--- config.mk ---
export PLATFORM = sky130hd
export DESIGN_NAME = crossbar_ingress_port_flat
export DESIGN_NICKNAME = d
export VERILOG_FILES = /design/src/rtl/crossbar_ingress_port_if.sv /design/src/rtl/crossbar_ingress_port.sv /design/src/flat_wrapper.sv
export SDC_FILE = /design/constraint.sdc
export NUM_CORES = 1
export LEC_CHECK = 0
export BUFFER_PORTS_ARGS = -buffer_cell sky130_fd_sc_hd__buf_4
export CORE_AREA = 2 2 80 158
export CTS_CLUSTER_DIAMETER = 100
export DETAILED_ROUTE_END_ITERATION = 12
export DIE_AREA = 0 0 82 160
export PLACE_DENSITY = 0.91
export REMOVE_ABC_BUFFERS = 1
export SLEW_MARGIN = 20
export SYNTH_ARGS = -nofsm -noshare
export SYNTH_HDL_FRONTEND = slang
export SYNTH_SLANG_ARGS = --single-unit
--- constraint.sdc ---
create_clock -name clk -period 4.1 [get_ports clk]
set_input_delay 0.82 -clock clk [delete_from_list [all_inputs] [get_ports clk]]
set_output_delay 0.82 -clock clk [all_outputs]
set_load 0.01 [all_outputs]
--- src/rtl/crossbar_ingress_port_if.sv ---
// Handshake bundle between an upstream source, crossbar_ingress_port and
// one input slice of crossbar_switch.
interface crossbar_ingress_port_if #(
    parameter int DATA_W = 32,
    parameter int DEST_W = 2
);
    logic              in_valid;
    logic              in_ready;
    logic [DEST_W-1:0] in_dest;
    logic [DATA_W-1:0] in_data;
    logic              sw_req;
    logic [DEST_W-1:0] sw_dest;
    logic [DATA_W-1:0] sw_data;
    logic              sw_grant;

    modport master (
        output in_valid,
        output in_dest,
        output in_data,
        output sw_grant,
        input  in_ready,
        input  sw_req,
        input  sw_dest,
        input  sw_data
    );

    modport slave (
        input  in_valid,
        input  in_dest,
        input  in_data,
        input  sw_grant,
        output in_ready,
        output sw_req,
        output sw_dest,
        output sw_data
    );
endinterface

--- src/rtl/crossbar_ingress_port.sv ---
// crossbar_ingress_port: FIFO-buffered requester for one crossbar input.
// Define CROSSBAR_INGRESS_STATS_EN to add grant_cnt/stall_cnt counters.
module crossbar_ingress_port #(
    parameter int DATA_W   = 32,
    parameter int DEST_W   = 2,
    parameter int DEPTH    = 4,
    parameter int MAX_WAIT = 15
) (
    input  logic                   clk,
    input  logic                   rst_n,
    crossbar_ingress_port_if.slave bus,
    output logic                   starve,
    output logic [$clog2(DEPTH):0] level
`ifdef CROSSBAR_INGRESS_STATS_EN
    ,
    output logic [15:0]            grant_cnt,
    output logic [15:0]            stall_cnt
`endif
);
    localparam int AW = $clog2(DEPTH);
    localparam int PW = AW + 1;
    localparam logic [7:0]    WAIT_MAX = 8'(MAX_WAIT);
    localparam logic [PW-1:0] FULL_LVL = PW'(DEPTH);
    localparam logic [PW-1:0] ONE_LVL  = PW'(1);

    typedef enum logic [1:0] {
        EMPTY,
        PENDING,
        STARVED
    } state_t;

    typedef struct packed {
        logic [DEST_W-1:0] dest;
        logic [DATA_W-1:0] data;
    } entry_t;

    entry_t        mem [DEPTH];
    entry_t        head;
    logic [PW-1:0] wr_ptr;
    logic [PW-1:0] rd_ptr;
    logic [PW-1:0] count;
    state_t        state;
    state_t        state_nxt;
    logic [7:0]    wait_cnt;
    logic [7:0]    wait_nxt;
    logic [7:0]    wait_inc;
    logic          push;
    logic          pop;

    assign count        = wr_ptr - rd_ptr;
    assign level        = count;
    assign bus.in_ready = (count != FULL_LVL);
    assign push         = bus.in_valid && bus.in_ready;
    assign pop          = bus.sw_req && bus.sw_grant;

    assign head         = mem[rd_ptr[AW-1:0]];
    assign bus.sw_dest  = head.dest;
    assign bus.sw_data  = head.data;
    assign bus.sw_req   = (state != EMPTY);
    assign starve       = (state == STARVED);

    // Storage is cleared on reset so the head reads zero afterwards.
    always_ff @(posedge clk or negedge rst_n) begin
        if (!rst_n) begin
            for (int i = 0; i < DEPTH; i++) begin
                mem[i] <= '0;
            end
        end else if (push) begin
            mem[wr_ptr[AW-1:0]] <= entry_t'{dest: bus.in_dest,
                                            data: bus.in_data};
        end
    end

    always_ff @(posedge clk or negedge rst_n) begin
        if (!rst_n) begin
            wr_ptr <= '0;
            rd_ptr <= '0;
        end else begin
            if (push) begin
                wr_ptr <= wr_ptr + ONE_LVL;
            end
            if (pop) begin
                rd_ptr <= rd_ptr + ONE_LVL;
            end
        end
    end

    always_ff @(posedge clk or negedge rst_n) begin
        if (!rst_n) begin
            state    <= EMPTY;
            wait_cnt <= '0;
        end else begin
            state    <= state_nxt;
            wait_cnt <= wait_nxt;
        end
    end

    assign wait_inc = (wait_cnt < WAIT_MAX) ? wait_cnt + 8'd1 : wait_cnt;

    // Request stays up while any entry remains, so back-to-back grants
    // retire one word per cycle without a bubble.
    always_comb begin
        state_nxt = state;
        wait_nxt  = wait_cnt;
        unique case (state)
            EMPTY: begin
                wait_nxt = '0;
                if (push) begin
                    state_nxt = PENDING;
                end
            end
            PENDING, STARVED: begin
                if (pop) begin
                    wait_nxt  = '0;
                    state_nxt = (count == ONE_LVL && !push) ? EMPTY : PENDING;
                end else begin
                    wait_nxt = wait_inc;
                    if (wait_inc >= WAIT_MAX) begin
                        state_nxt = STARVED;
                    end
                end
            end
            default: begin
                state_nxt = EMPTY;
                wait_nxt  = '0;
            end
        endcase
    end

`ifdef CROSSBAR_INGRESS_STATS_EN
    always_ff @(posedge clk or negedge rst_n) begin
        if (!rst_n) begin
            grant_cnt <= '0;
            stall_cnt <= '0;
        end else begin
            if (pop && grant_cnt != 16'hFFFF) begin
                grant_cnt <= grant_cnt + 16'd1;
            end
            if (bus.sw_req && !bus.sw_grant && stall_cnt != 16'hFFFF) begin
                stall_cnt <= stall_cnt + 16'd1;
            end
        end
    end
`endif

endmodule

--- src/flat_wrapper.sv ---
// flat-port wrapper written by rule: the top's interface ports become plain ports
module crossbar_ingress_port_flat 
#(
    parameter int DATA_W   = 32,
    parameter int DEST_W   = 2,
    parameter int DEPTH    = 4,
    parameter int MAX_WAIT = 15
)
  (clk, rst_n, starve, level, bus_in_valid, bus_in_dest, bus_in_data, bus_sw_grant, bus_in_ready, bus_sw_req, bus_sw_dest, bus_sw_data);
  crossbar_ingress_port_if #(.DATA_W(DATA_W), .DEST_W(DEST_W)) bus_i ();
  input  logic clk;
  input  logic rst_n;
  output logic starve;
  output logic [$clog2(DEPTH):0] level;
  input wire logic [$bits(bus_i.in_valid)-1:0] bus_in_valid;
  input wire logic [$bits(bus_i.in_dest)-1:0] bus_in_dest;
  input wire logic [$bits(bus_i.in_data)-1:0] bus_in_data;
  input wire logic [$bits(bus_i.sw_grant)-1:0] bus_sw_grant;
  output wire logic [$bits(bus_i.in_ready)-1:0] bus_in_ready;
  output wire logic [$bits(bus_i.sw_req)-1:0] bus_sw_req;
  output wire logic [$bits(bus_i.sw_dest)-1:0] bus_sw_dest;
  output wire logic [$bits(bus_i.sw_data)-1:0] bus_sw_data;
  assign bus_i.in_valid = bus_in_valid;
  assign bus_i.in_dest = bus_in_dest;
  assign bus_i.in_data = bus_in_data;
  assign bus_i.sw_grant = bus_sw_grant;
  assign bus_in_ready = bus_i.in_ready;
  assign bus_sw_req = bus_i.sw_req;
  assign bus_sw_dest = bus_i.sw_dest;
  assign bus_sw_data = bus_i.sw_data;
  crossbar_ingress_port #(.DATA_W(DATA_W), .DEST_W(DEST_W), .DEPTH(DEPTH), .MAX_WAIT(MAX_WAIT)) u_core (.clk(clk), .rst_n(rst_n), .bus(bus_i), .starve(starve), .level(level));
endmodule
=== After elaboration in Yosys (flattened, before gate mapping) ===
Index checks and enable logic that the tools add are counted.

* Bits in registers: 152
* Bits of input ports: 38
* Output and inout bits: 40

* Eq/ne operators: 6
* Magnitude comparators: 5
* Bitwise gates (word level): 2
* Add/sub/neg operators: 4
* Reduce and logical (&&, ||, !) cells: 9
* Muxes and demuxes: 14

{| class="wikitable"
|+ Operator list
! operator !! count
|-
| 136-bit bitwise mux || 1
|-
| 34-bit two-way mux || 3
|-
| 34-bit binary-select mux with 2-bit select || 1
|-
| 34-bit demux with 2-bit select || 1
|-
| 8-bit two-way mux || 3
|-
| 8-bit by 1-bit adder with 8-bit output, second input constant || 1
|-
| 8-bit by 4-bit >= comparator with 1-bit output, second input constant || 1
|-
| 8-bit by 4-bit less-than comparator with 1-bit output, second input constant || 1
|-
| 3-bit by 1-bit adder with 3-bit output, second input constant || 2
|-
| 3-bit >= comparator, second input constant || 2
|-
| 2-bit two-way mux || 3
|-
| 2-bit inverter with 3-bit output || 2
|-
| 1-bit logical AND || 4
|-
| 2-bit case mux with 2 select lines || 1
|-
| 3-bit by 1-bit == test with 1-bit output, second input constant || 1
|-
| 3-bit by 1-bit less-than comparator with 1-bit output, second input constant || 1
|-
| 3-bit by 1-bit inequality test with 1-bit output, second input constant || 1
|-
| 3-bit inequality test, second input constant || 1
|-
| 3-bit subtractor || 1
|-
| 2-bit by 1-bit == test with 1-bit output, second input constant || 1
|-
| 2-bit == test, second input constant || 1
|-
| 2-bit logical NOT || 1
|-
| 2-bit by 1-bit inequality test with 1-bit output, second input constant || 1
|-
| 2-bit AND reduction || 1
|-
| 4 further kinds || 4
|}

=== Longest topological paths before layout ===
* Depth in word-level cells: 8
* Depth in mapped cells: 8
* Mapped depth without buffers: 7

=== Worst setup path after synthesis ===
No wires, ideal clock.

* Path kind: reg2out
* From: register u_core.rd_ptr[0]
* To: output port bus_sw_data[0]
* Buffers on the path: 2
* Required time: 3.280 ns
* Data arrival time: 1.627 ns
* Path slack: 1.653 ns
* Stages on the path, launching flop included: 4
* Cells stage by stage: dfrtp_1 clkbuf_1 buf_2 mux4_2

* Word-level cells in the longest chain between the ends: 4

{| class="wikitable"
|+ RTL lines
! what !! RTL line !! source
|-
| start: declaration || crossbar_ingress_port.sv:40 || <nowiki>logic [PW-1:0] rd_ptr;</nowiki>
|-
| start signal: assignment || crossbar_ingress_port.sv:83 || <nowiki>rd_ptr <= rd_ptr + ONE_LVL;</nowiki>
|-
| 2-bit inverter with 3-bit output (implied by the code) || crossbar_ingress_port.sv:56 || <nowiki>assign head = mem[rd_ptr[AW-1:0]];</nowiki>
|-
| 34-bit binary-select mux with 2-bit select || crossbar_ingress_port.sv:56 ||
|-
| 34-bit two-way mux (implied by the code) (2 in a row) || crossbar_ingress_port.sv:56 ||
|-
| end: declaration || flat_wrapper.sv:22 || <nowiki>output wire logic [$bits(bus_i.sw_data)-1:0] bus_sw_data;</nowiki>
|}

No other way between the ends. The select of a mux whose other input is x is not followed.

=== Worst setup path in the final report ===
* From: register u_core.rd_ptr[0]
* To: output port bus_sw_data[18]

Same word-level chain as after synthesis.

==> impl_metrics.py <==
metrics = {
    "timing": {
        "timing.final.ws_setup_ns": 1.104,
        "slew_headroom_pct": 38.96,
        "finalMaxSlewViolations": 0,
        "grt_setup_unrepaired": "no",
        "fmax_mhz": 333.7,
        "tns_ns": 0,
        "fin_crit_sh_pct": 73.08,
        "hold_viol_final": 0,
        "tightest_slew_ns": 0.9073,
        "setup-violations-final": 0,
        "fin_crit_ns": 2.996,
        "skew_ns": 0.007821,
    },
    "setup_path": {
        "crit_path_max_fanout": 36,
        "worstPathRequired_ns": 3.28,
        "end_kind": "output port",
        "worstSetupPathType": "reg2out",
        "worst_setup_path_start_kind": "flip-flop",
        "worst_ep_arrival_time_ns": 2.18,
    },
    "placed_design": {
        "gp_congestion": 0.7464,
        "place_area_um2": 7587,
        "dp_hpwl_mm": 8.053,
        "port_buffers": 77,
        "place_ws_ns": 1.264,
    },
    "yosys": {
        "yosys-top-cells-count": "dfrtp_1 (152), mux2_2 (107), mux4_2 (34)",
        "syn_inst": 413,
        "synth_edf_count": 0,
        "netlist_area_um2": 6945,
        "post-synth-top-count-cell": "dfrtp_1",
        "synthFlopType": "dfrtp_1",
        "ys_seq_elements": 152,
        "yosysSeqAreaShare_pct": 54.76,
        "synth_top_family_by_area": "multiplexers",
        "ys_types": 36,
        "async_reset_ff_share_pct": 100.0,
        "synth_compound_area_share_pct": 1.261,
        "avgSynthCellArea_um2": 16.82,
        "synth.area.top_cells": "dfrtp_1 (55%), mux2_2 (17%), mux4_2 (11%)",
        "synth_xor_area_share_pct": 0.9908,
        "ys_warn_count": 0,
        "synth-simple-area-share_pct": 2.900,
        "synth.mux.area_fraction_pct": 35.02,
        "synthAdderAreaFrac_pct": 2.090,
        "synth_top_area_share_pct": 54.76,
        "yosys.area.top_type": "dfrtp_1",
    },
    "routing": {
        "drtIter0Drc": 144,
        "routed_via_density": 5.882,
        "first_pass_iters": 4,
        "drcViolationCount": 0,
        "routed_wl_mm": 13.66,
        "route.vias.total": 3841,
        "wl_per_cell_um": 20.92,
        "postRouteAntennaNets": 0,
    },
    "floorplan": {
        "die_x_um": 82,
        "die_y_um": 160,
        "die_area_um2": 13120,
        "initial_utilization_pct": 57.97,
        "fp-row-count": 57,
        "ioPinCount": 78,
        "core_um2": 11980,
    },
    "min_path": {
        "hold_path.class": "in2async",
    },
    "global_route": {
        "grt_pass1_wl_mm": 22.00,
        "grt_pass1_vias": 4248,
        "grt.overflow.total": 0,
        "grt_max_degree": 80,
        "antenna_found_initial": 0,
        "grt.total_usage_pct": 22.62,
    },
    "clock_tree": {
        "clk_latency_ns": 0.42,
        "cts_tree": "built",
        "ctsResizeCount": 0,
        "clk_pin_slew_worst_paths_ns": 0.06,
        "root_buffer": "clkbuf_16",
        "cts_max_level": 4,
        "cts_sinks": 152,
        "cts_hold_buf": 0,
        "cts_buffer_depth": 2,
        "numCtsBuffers": 17,
        "postCtsSetupBuffers": 0,
    },
    "cells_and_area": {
        "postLayoutCoreUtil_pct": 68.33,
        "post-route-cell-area_um2": 8187,
        "antenna_cells": 0,
        "synthToLayoutAreaGrowth_pct": 17.87,
        "fin_nets": 542,
        "layout-drive-gt1-share_pct": 57.71,
    },
    "outcome": {
        "status": "finished clean",
    },
    "power_and_ir_drop": {
        "p_leak_uw": 0.003760,
        "ir_drop_uv": 601.0,
        "power_density_nw_per_um2": 944.0,
        "finalPower_uw": 7729,
    },
    "flow_run": {
        "cap_viol_max_count": 0,
    },
}
registers in the layout (all words and copies together) (netlist names):
name             flops
u_core.mem         136
u_core.rd_ptr        3
u_core.state         2
u_core.wait_cnt      8
u_core.wr_ptr        3
report_power, final:
| part | leakage (uW) | internal, uW | switching [uW] |
|---|---|---|---|
| registers | 0.00182 | 2250 | 422 |
| clock network | 0.000289 | 933 | 626 |
| logic | 0.00165 | 2070 | 1430 |
| total | 0.00376 | 5260 | 2470 |
area by class of cell:
class / count / area (um^2)
Sequential cell: 152 / 3806
Clock inverter: 13 / 146.4
Timing Repair Buffer: 81 / 624.3
Multi-Input combinational cell: 231 / 2935
Inverter: 10 / 37.54
Fill cell: 794 / 3795
Clock buffer: 19 / 452.9
Tap cell: 147 / 183.9
layout by cell type, fill, tap and decap left out, drive strengths merged:
cell | Yosys | routed
dfrtp | 152 | 152
mux2 | 138 | 138
buf | 16 | 81
mux4 | 34 | 34
clkbuf | 4 | 19
inv | 10 | 11
ha | 10 | 10
nand2 | 9 | 9
clkinv | 0 | 8
and2 | 4 | 4
nand3 | 4 | 4
nor2 | 3 | 3
a21oi | 3 | 3
xnor2 | 3 | 3
nor2b | 2 | 2
nor4 | 2 | 2
xor2 | 2 | 2
o22ai | 2 | 2
nor4bb | 2 | 2
bufinv | 0 | 2
clkinvlp | 0 | 2
xor3 | 1 | 1
and3 | 1 | 1
nand2b | 1 | 1
a211oi | 1 | 1
and4b | 1 | 1
nor3 | 1 | 1
a31oi | 1 | 1
and4 | 1 | 1
o31a | 1 | 1
o32a | 1 | 1
o21ai | 1 | 1
o211ai | 1 | 1
fa | 1 | 1
worst paths after layout:
kind	from	end	slack, ns	cells past startpoint
max reg2reg	u_core.wr_ptr[0]$_DFFE_PN0P_	u_core.mem[23]$_DFFE_PN0P_	1.24	7
max	u_core.rd_ptr[0]$_DFFE_PN0P_	bus_sw_data[18]	1.10	3
max in group asynchronous	rst_n	u_core.mem[23]$_DFFE_PN0P_	2.81	2
min reg2reg	u_core.rd_ptr[2]$_DFFE_PN0P_	u_core.rd_ptr[2]$_DFFE_PN0P_	0.47	1
min in group clk	u_core.rd_ptr[2]$_DFFE_PN0P_	u_core.rd_ptr[2]$_DFFE_PN0P_	0.47	1
min	rst_n	u_core.mem[117]$_DFFE_PN0P_	0.42	1
routing by layer:
metal | vias up | track usage, % | wire [um]
li1 | 1680 | - | -
met1 | 2042 | 29.38 | 5700
met2 | 101 | 36.99 | 7125
met3 | 18 | 5.424 | 641
met4 | 0 | 7.500 | 194
met5 | - | 0 | 0
per-stage QoR:
step,hold slack [ns],cells
after floorplan,0.4465,393
after global placement,0.4632,621
after detailed placement,0.4725,621
after CTS,0.4564,653
after global routing,0.4973,653
final,0.4236,653
worst max-delay path: stages, from the launching register on:
cell and delay, ns:
dfrtp_2 0.37, buf_4 0.58, mux4_2 0.64, buf_4 0.17
cells by family (layout without fill, tap and decap cells):
kind of cell / count (synthesis) / in the layout
muxes: 172 / 172
adders and majority gates: 11 / 11
buffers and inverters: 30 / 123
and+or+nand+nor: 31 / 31
DFF: 152 / 152
xor gates and xnor gates: 6 / 6
AOI/OAI and AO/OA: 11 / 11
Power figures use the tool's default switching activity.
